<file path="src/rtl/radix_pkg.sv">
// rtl/radix_pkg.sv - shared types and constants for the serial ASCII radix converter
package radix_pkg;

    typedef enum logic [1:0] {
        ST_IDLE = 2'd0,
        ST_SCAN = 2'd1,
        ST_DONE = 2'd2
    } state_t;

    localparam logic [4:0] BASE_MIN = 5'd2;
    localparam logic [4:0] BASE_MAX = 5'd16;

    localparam logic [7:0] ASCII_NUL = 8'h00;
    localparam logic [7:0] ASCII_0   = 8'h30;
    localparam logic [7:0] ASCII_9   = 8'h39;
    localparam logic [7:0] ASCII_UA  = 8'h41;
    localparam logic [7:0] ASCII_UF  = 8'h46;
    localparam logic [7:0] ASCII_LA  = 8'h61;
    localparam logic [7:0] ASCII_LF  = 8'h66;

endpackage

</file>
<file path="src/rtl/radix_char_decode.sv">
// rtl/radix_char_decode.sv - combinational ASCII digit decoder with radix range check
module radix_char_decode
    import radix_pkg::*;
(
    input  logic [7:0] chr,
    input  logic [4:0] base,
    output logic [3:0] digit,
    output logic       is_nul,
    output logic       legal
);

    logic is_digit;

    always_comb begin
        digit    = 4'd0;
        is_digit = 1'b0;
        is_nul   = (chr == ASCII_NUL);
        if (chr >= ASCII_0 && chr <= ASCII_9) begin
            digit    = 4'(chr - ASCII_0);
            is_digit = 1'b1;
        end else if (chr >= ASCII_UA && chr <= ASCII_UF) begin
            digit    = 4'(chr - ASCII_UA + 8'd10);
            is_digit = 1'b1;
        end else if (chr >= ASCII_LA && chr <= ASCII_LF) begin
            digit    = 4'(chr - ASCII_LA + 8'd10);
            is_digit = 1'b1;
        end
        // NUL is never legal here; leading-pad skipping is decided by the caller
        legal = is_digit && ({1'b0, digit} < base);
    end

endmodule

</file>
<file path="src/rtl/radix_str_seq.sv">
// rtl/radix_str_seq.sv - serial ASCII-to-binary converter; RADIX_STR_SEQ_OVF_DET_EN enables overflow abort
module radix_str_seq
    import radix_pkg::*;
#(
    parameter int NCHAR = 16,
    parameter int OUT_W = 32
) (
    input  logic               clk,
    input  logic               rst_n,
    input  logic               in_valid,
    output logic               in_ready,
    input  logic [8*NCHAR-1:0] num_str,
    input  logic [4:0]         base,
    output logic               out_valid,
    input  logic               out_ready,
    output logic [OUT_W-1:0]   decimal,
    output logic               err_base,
    output logic               err_char,
    output logic               err_ovf,
    output logic               busy
);

    localparam int IDX_W = (NCHAR > 1) ? $clog2(NCHAR) : 1;

    state_t             state;
    logic [8*NCHAR-1:0] shreg;
    logic [4:0]         base_q;
    logic               base_bad;
    logic [IDX_W-1:0]   idx;
    logic [OUT_W-1:0]   acc;
    logic               seen_digit;
    logic [OUT_W-1:0]   acc_next;
    logic               last_char;

    logic [3:0] dec_digit;
    logic       dec_is_nul;
    logic       dec_legal;

    radix_char_decode u_decode (
        .chr    (shreg[8*NCHAR-1 -: 8]),
        .base   (base_q),
        .digit  (dec_digit),
        .is_nul (dec_is_nul),
        .legal  (dec_legal)
    );

    assign last_char = (idx == '0);
    assign in_ready  = (state == ST_IDLE);
    assign out_valid = (state == ST_DONE);
    assign busy      = (state != ST_IDLE);

`ifdef RADIX_STR_SEQ_OVF_DET_EN
    localparam int PW = OUT_W + 5;
    logic [PW-1:0] prod_wide;
    logic          ovf;
    logic          err_ovf_q;

    assign prod_wide = PW'(acc) * PW'(base_q) + PW'(dec_digit);
    assign acc_next  = prod_wide[OUT_W-1:0];
    assign ovf       = |prod_wide[PW-1:OUT_W];
    assign err_ovf   = err_ovf_q;
`else
    assign acc_next  = acc * OUT_W'(base_q) + OUT_W'(dec_digit);
    assign err_ovf   = 1'b0;
`endif

    always_ff @(posedge clk) begin
        if (!rst_n) begin
            state      <= ST_IDLE;
            shreg      <= '0;
            base_q     <= '0;
            base_bad   <= 1'b0;
            idx        <= '0;
            acc        <= '0;
            seen_digit <= 1'b0;
            decimal    <= '0;
            err_base   <= 1'b0;
            err_char   <= 1'b0;
`ifdef RADIX_STR_SEQ_OVF_DET_EN
            err_ovf_q  <= 1'b0;
`endif
        end else begin
            case (state)
                ST_IDLE: begin
                    if (in_valid) begin
                        shreg      <= num_str;
                        base_q     <= base;
                        base_bad   <= (base < BASE_MIN) || (base > BASE_MAX);
                        idx        <= IDX_W'(NCHAR - 1);
                        acc        <= '0;
                        seen_digit <= 1'b0;
                        decimal    <= '0;
                        err_base   <= 1'b0;
                        err_char   <= 1'b0;
`ifdef RADIX_STR_SEQ_OVF_DET_EN
                        err_ovf_q  <= 1'b0;
`endif
                        state      <= ST_SCAN;
                    end
                end
                ST_SCAN: begin
                    shreg <= shreg << 8;
                    idx   <= idx - IDX_W'(1);
                    // Bad base is reported on the first scan cycle so it lands one cycle after accept
                    if (base_bad) begin
                        err_base <= 1'b1;
                        state    <= ST_DONE;
                    end else if (dec_is_nul && !seen_digit) begin
                        if (last_char) begin
                            decimal <= acc;
                            state   <= ST_DONE;
                        end
                    end else if (!dec_legal) begin
                        err_char <= 1'b1;
                        acc      <= '0;
                        state    <= ST_DONE;
`ifdef RADIX_STR_SEQ_OVF_DET_EN
                    end else if (ovf) begin
                        err_ovf_q <= 1'b1;
                        acc       <= '0;
                        state     <= ST_DONE;
`endif
                    end else begin
                        acc        <= acc_next;
                        seen_digit <= 1'b1;
                        if (last_char) begin
                            decimal <= acc_next;
                            state   <= ST_DONE;
                        end
                    end
                end
                ST_DONE: begin
                    if (out_ready) begin
                        state <= ST_IDLE;
                    end
                end
                default: state <= ST_IDLE;
            endcase
        end
    end

endmodule

</file>
<file path="config.mk">
export PLATFORM = sky130hd
export DESIGN_NAME = radix_str_seq
export DESIGN_NICKNAME = d
export VERILOG_FILES = /design/src/rtl/radix_pkg.sv /design/src/rtl/radix_char_decode.sv /design/src/rtl/radix_str_seq.sv
export SDC_FILE = /design/constraint.sdc
export NUM_CORES = 1
export LEC_CHECK = 0
export ABC_CLOCK_PERIOD_IN_PS = 5000
export CAP_MARGIN = 0
export CORE_MARGIN = 2
export CORE_UTILIZATION = 25
export DETAILED_ROUTE_END_ITERATION = 10
export MAX_ROUTING_LAYER = met4
export PLACE_DENSITY = 0.51
export SYNTH_ARGS = -nofsm -noshare
export SYNTH_HDL_FRONTEND = slang
export SYNTH_SLANG_ARGS = --single-unit
</file>
<file path="constraint.sdc">
create_clock -name clk -period 5 [get_ports clk]
set_clock_uncertainty 0.1 [all_clocks]
set_input_delay 0.75 -clock clk [delete_from_list [all_inputs] [get_ports clk]]
set_output_delay 0.75 -clock clk [all_outputs]
set_load 0.03 [all_outputs]
</file>
== After elaboration in Yosys (flattened, before gate mapping) ==
Cells that the tools add are included.

* Register bits: 207
* Input bits: 137
* Output and inout bits: 38
* Word-level logic and storage cells: 98

* Add/subtract/negate cells: 7
* Multiply operators: 1
* Magnitude comparators: 9
* Eq/ne operators: 12
* Mux-type cells: 39
* Reduce and logical (&&, ||, !) cells: 20

{| class="wikitable"
|+ Operators with widths
! operator !! number
|-
| 32-bit 2-to-1 mux || 9
|-
| 128-bit one-hot mux with 2 select lines || 1
|-
| 128-bit 2-to-1 mux || 1
|-
| 32-bit one-hot mux with 2 select lines || 2
|-
| 32-bit by 4-bit adder with 32-bit output || 1
|-
| 32-bit by 5-bit multiplier with 32-bit output || 1
|-
| 8-bit by 7-bit greater-or-equal comparator with 1-bit output, second input constant || 2
|-
| 8-bit by 7-bit <= comparator with 1-bit output, second input constant || 2
|-
| 4-bit 2-to-1 mux || 4
|-
| 4-bit by 1-bit subtractor with 4-bit output, second input constant || 4
|-
| 2-bit 2-to-1 mux || 6
|-
| 2-bit inequality test, second input constant || 6
|-
| 1-bit 2-to-1 mux || 11
|-
| 5-bit AND reduction || 2
|-
| 3-bit inequality test, second input constant || 3
|-
| 4-bit adder, second input constant || 2
|-
| 8-bit by 6-bit greater-or-equal comparator with 1-bit output, second input constant || 1
|-
| 8-bit by 6-bit <= comparator with 1-bit output, second input constant || 1
|-
| 8-bit zero test || 1
|-
| 4-bit one-hot mux with 2 select lines || 1
|-
| 1-bit one-hot mux with 2 select lines || 3
|-
| 2-bit one-hot mux with 3 select lines || 1
|-
| 2-bit AND reduction || 3
|-
| 6-bit AND reduction || 1
|-
| 14 further kinds || 19
|}

== Longest topological paths before layout ==
* Depth in word-level cells: 11
* Gate-level depth with buffers: 22
* Mapped depth without buffers: 22

== By module ==
Synthesis repeated with hierarchy kept, for this count alone.

* Cell total of the unflattened synthesis: 1716
* Area total of the unflattened synthesis: 13920.9 µm²

{| class="wikitable"
|+ Modules (own cells, without submodules)
! module !! times used !! cells each !! area each (µm²) !! seq. area each (µm²)
|-
| radix_str_seq || 1 || 1679 || 13629.3 || 4144.0
|-
| radix_char_decode || 1 || 37 || 291.5 || 0.0
|}

== Worst setup path before layout ==
No wires, ideal clock.

* Path kind: flip-flop to flip-flop
* Start point: register shreg[120]
* End point: register decimal[30]
* Setup time: 134 ps
* Data arrival time: 5130 ps
* Data required time: 4766 ps
* Slack: -364 ps
* Stages on the path, launching flop included: 21
* Path buffers: 0
* Clock period less this slack: 5364 ps
* Path through: dfxtp_1 -> inv_1 -> ha_1 -> nand2b_1 -> a21oi_1 -> a2111oi_4 -> a22o_1 -> inv_1 -> fa_1 -> inv_1 -> ha_1 -> fa_1 -> fa_1 -> a21o_1 -> a221oi_1 -> nor3_1 -> o21a_1 -> o41ai_1 -> o31ai_1 -> xnor2_1 -> o221ai_1

* Word-level cells in the longest chain between the ends: 11
* Elaborated cells on any way between the ends: 34
* Those cells by class: 6 x add/sub; 7 x order compare; 3 x eq/ne; 11 x mux; 7 x reduce/logical

{| class="wikitable"
|+ RTL lines
! what !! line !! RTL
|-
| start, declared || radix_str_seq.sv:26 || <nowiki>logic [8*NCHAR-1:0] shreg;</nowiki>
|-
| start signal, assigned || radix_str_seq.sv:86 || <nowiki>shreg <= num_str;</nowiki>
|-
| start signal, assigned || radix_str_seq.sv:102 || <nowiki>shreg <= shreg << 8;</nowiki>
|-
| 4-bit by 1-bit subtractor with 4-bit output (tied with other cells) || radix_char_decode.sv:22, radix_char_decode.sv:25 ||
|-
| 4-bit adder or 1-bit logical AND (tied branches) || radix_char_decode.sv:22, radix_char_decode.sv:25, radix_char_decode.sv:24 ||
|-
| 4-bit 2-to-1 mux || radix_char_decode.sv:24 || <nowiki>end else if (chr >= ASCII_LA && chr <= ASCII_LF) begin</nowiki>
|-
| 4-bit 2-to-1 mux || radix_char_decode.sv:21 || <nowiki>end else if (chr >= ASCII_UA && chr <= ASCII_UF) begin</nowiki>
|-
| 4-bit 2-to-1 mux || radix_char_decode.sv:18 || <nowiki>if (chr >= ASCII_0 && chr <= ASCII_9) begin</nowiki>
|-
| 32-bit by 4-bit adder with 32-bit output || radix_str_seq.sv:63 || <nowiki>assign acc_next = acc * OUT_W'(base_q) + OUT_W'(dec_digit);</nowiki>
|-
| 32-bit 2-to-1 mux || radix_str_seq.sv:126 || <nowiki>if (last_char) begin</nowiki>
|-
| 32-bit 2-to-1 mux || radix_str_seq.sv:113 || <nowiki>end else if (!dec_legal) begin</nowiki>
|-
| 32-bit 2-to-1 mux || radix_str_seq.sv:108 || <nowiki>end else if (dec_is_nul && !seen_digit) begin</nowiki>
|-
| 32-bit 2-to-1 mux || radix_str_seq.sv:105 || <nowiki>if (base_bad) begin</nowiki>
|-
| 32-bit one-hot mux with 2 select lines || radix_str_seq.sv:83 || <nowiki>case (state)</nowiki>
|-
| end signal, assigned || radix_str_seq.sv:127 || <nowiki>decimal <= acc_next;</nowiki>
|-
| end, declared || radix_str_seq.sv:16 || <nowiki>output logic [OUT_W-1:0] decimal,</nowiki>
|}

Parallel ways exist; a longest one is shown, timed or not. The select of a mux whose other input is x is not followed.
A chain may end at the register's enable or synchronous reset.

== Worst setup path after layout ==
* Start point: register shreg[125]
* End point: register acc[12]

* Word-level cells in the longest chain between the ends: 11
* Elaborated cells on any way between the ends: 26
* Those cells by class: 1 x add/sub; 7 x order compare; 1 x eq/ne; 10 x mux; 7 x reduce/logical

{| class="wikitable"
|+ RTL lines
! what !! line !! RTL
|-
| parallel branches: the longest is 11 deep, another holds 32-bit by 4-bit adder with 32-bit output || -- ||
|-
| end signal, assigned || radix_str_seq.sv:124 || <nowiki>acc <= acc_next;</nowiki>
|-
| end, declared || radix_str_seq.sv:30 || <nowiki>logic [OUT_W-1:0] acc;</nowiki>
|}

Several ways; the timed one is not identified. The select of a mux whose other input is x is not followed.

==> metrics.csv <==
metric,value,unit
grt_usage,0.163,
ys_top_cells_by_count,"nand2_1 (413), dfxtp_1 (207), nor2_1 (170)",
synth_top_cell_area_share,0.301,
critPathKind,flip-flop to flip-flop,
crit_fanout,3,
grt_overflow_total,0,
cts.path.max_buffers,3,
grt_max_degree,251,
sw_frac_of_total,0.307,
slew_headroom,0.247,
final_nets,2188,
start_util,0.254,
cp_cell_sequence,"nor4b_4, nand2_2, a2111oi_4, a22o_1, inv_1, fa_1, inv_2, ha_4, fa_2, fa_2, a21o_1, a221oi_4, buf_4, buf_6, o21ai_4, a21o_1, a21oi_2, xnor2_2, a22oi_1, nor2_1",
yosys_warnings,0,
rsz0062_at_grt,true,
yosysMostFrequentCell,nand2_1,
netlist_area,13700,µm²
dpl.hpwl,32.1,mm
setup_viol,0,
core_area,54100,µm²
status,"complete, no violations",
drv_cap,0,
die_w,239,µm
first_pass_iters,5,
cp_slowest_cell,fa_1,
yosysUniqueCellTypes,70,
internal_power,3340,µW
cts_root_buffer,clkbuf_16,
synthArstFlopShare,0,
hold_slack,0.349,ns
antenna_found_initial,8,
synthTopCellsByArea,"dfxtp_1 (30%), fa_1 (13%), nand2_1 (11%), a311oi_1 (7.4%), ha_1 (6.4%)",
yosys.area.top_type,dfxtp_1,
h-tree-depth,1,
critPathMaxStageDelay,0.49,ns
gp_congestion,0.928,
cts_hold_buf,0,
worst-endpoint-arrival,5.27,ns
clk_latency,0.56,ns
seqPwrFrac,0.394,
syn_inst,1700,
pwr-share-clk,0.410,
dieHeight,239,µm
crit_required,5.31,ns
fin_tns_setup,0,ns
grt_first_pass_wirelength,72.4,mm
dieArea,56900,µm²
drv_slew,0,
fillers,5622,
cts_tree,yes,
ir_worst_vdd,266,µV
io_buffers,173,
clk_pin_slew,0.06,ns
io_pins,175,
period_share,0.992,
critPathLaunchType,flip-flop,
vias,12800,
grt_pass1_vias,13300,
leakagePower,0.00775,µW
tightest_slew,1.13,ns
drtAntennaViolNets,0,
power_density,264,nW/µm²
clock-sinks,207,
drive_above_1_share,0.135,
wl_per_cell,17.2,µm
drcViolationCount,0,
hold_class,flip-flop to flip-flop,
period_needed,4.96,ns
synth-main-ff-cell,dfxtp_1,
finalHoldViolCount,0,
max_freq,202,MHz
ys_ff_latch,207,
cts_inserted_buffers,26,
critPathCaptureType,flip-flop,
drt-total-wl,45.0,mm
power_frac_comb,0.196,
postSynthAreaPerCell,8.09,µm²
syn2layout_area_growth,32.6,%
std_cell_rows,85,
initialDrtViolationCount,729,
switchingPower,1480,µW
synth_nets,1993,
synth_edf_count,0,
seq_area_frac_synth,0.301,
via_per_inst,4.90,
-- repair_timing --
| item | CTS | global route |
|---|---|---|
| setup buffers | 10 | 7 |
| resized for setup | 30 | 63 |
| pin swaps | 33 | 55 |
| setup endpoints to repair | 39 | 44 |
-- worst max-delay path: cells and delay by family, from the launching register on --
kind / cells / cell delay, ns
flip-flops: 1 / 0.33
AND/OR/NAND/NOR: 3 / 0.51
AO/OA/AOI/OAI: 8 / 1.81
XOR/XNOR: 1 / 0.11
buffers and inverters: 4 / 0.36
adder cells (fa/ha/maj): 4 / 1.58
-- cells by family after synthesis --
group                    after synthesis  share of synthesized area
AO/OA/AOI/OAI                        328                      0.180
multiplexers                          18                     0.0139
AND/OR/NAND/NOR                      747                      0.234
flip-flops                           207                      0.301
other                                  1                   0.000273
buffers and inverters                205                     0.0575
adder cells (fa/ha/maj)              156                      0.189
XOR/XNOR                              38                     0.0242
-- layout make-up --
class	instances	area, µm²	share of cell area
Clock buffer	35	764	0.0419
Clock inverter	13	146	0.00803
Antenna cell	10	25.0	0.00137
Multi-Input combinational cell	1288	9300	0.510
Inverter	82	313	0.0172
Timing Repair Buffer	290	2660	0.146
Tap cell	696	871	0.0478
Sequential cell	207	4150	0.228
-- final timing paths --
path	startpoint	end	slack, ns	cells after the start
max	shreg[125]	acc[12]	0.04	20
min	decimal[4]	decimal[4]	0.35	2
max reg2reg	shreg[125]	acc[12]	0.04	20
min reg2reg	decimal[4]	decimal[4]	0.35	2
-- layer usage --
layer,part of all wire,up-vias,GRT usage
li1,-,6219,-
met3,0.072,75,0.0423
met2,0.47,359,0.268
met1,0.43,6196,0.200
met4,0.023,0,0.0362
met5,0,-,-
-- registers in the layout, indices dropped and copies added, names as in the netlist --
register    count
state           2
acc            32
base_bad        1
idx             4
decimal        32
shreg         128
base_q          5
seen_digit      1
err_base        1
err_char        1
-- per-stage QoR --
stage	instances	area [µm²]	setup WS [ns]	utilization	power (µW)
6_report	2621	18200	0.0407	0.337	4820
5_1_grt	2619	18200	-0.183	0.337	5070
4_1_cts	2604	17800	-0.0684	0.330	4880
3_5_place_dp	2547	16700	-0.209	0.309	2860
3_3_place_gp	2547	16700	-0.166	0.309	2850
2_1_floorplan	1700	13800	0.00765	-	2480
-- cell usage in the layout, fill, tap and decap left out, types with 14 or more instances in the layout --
cell	count
nand2_1	411
dfxtp_1	200
clkdlybuf4s50_1	173
nor2_1	170
a311oi_1	116
buf_4	111
fa_1	84
inv_1	77
and2_1	65
a21oi_1	65
ha_1	62
nand3_1	32
clkbuf_16	26
a22oi_1	20
xnor2_1	20
o21ai_0	17
a21o_1	14
-- power by group through the flow --
stage                     clock, µW  sequential [µW]  combinational [µW]
after floorplan                   0             1900                 582
after global placement            0             1930                 923
after detailed placement          0             1930                 929
after CTS                      2040             1900                 946
after global routing           2100             1910                1050
final                          1980             1900                 946
No activity file was read; power rests on OpenSTA's default activity.
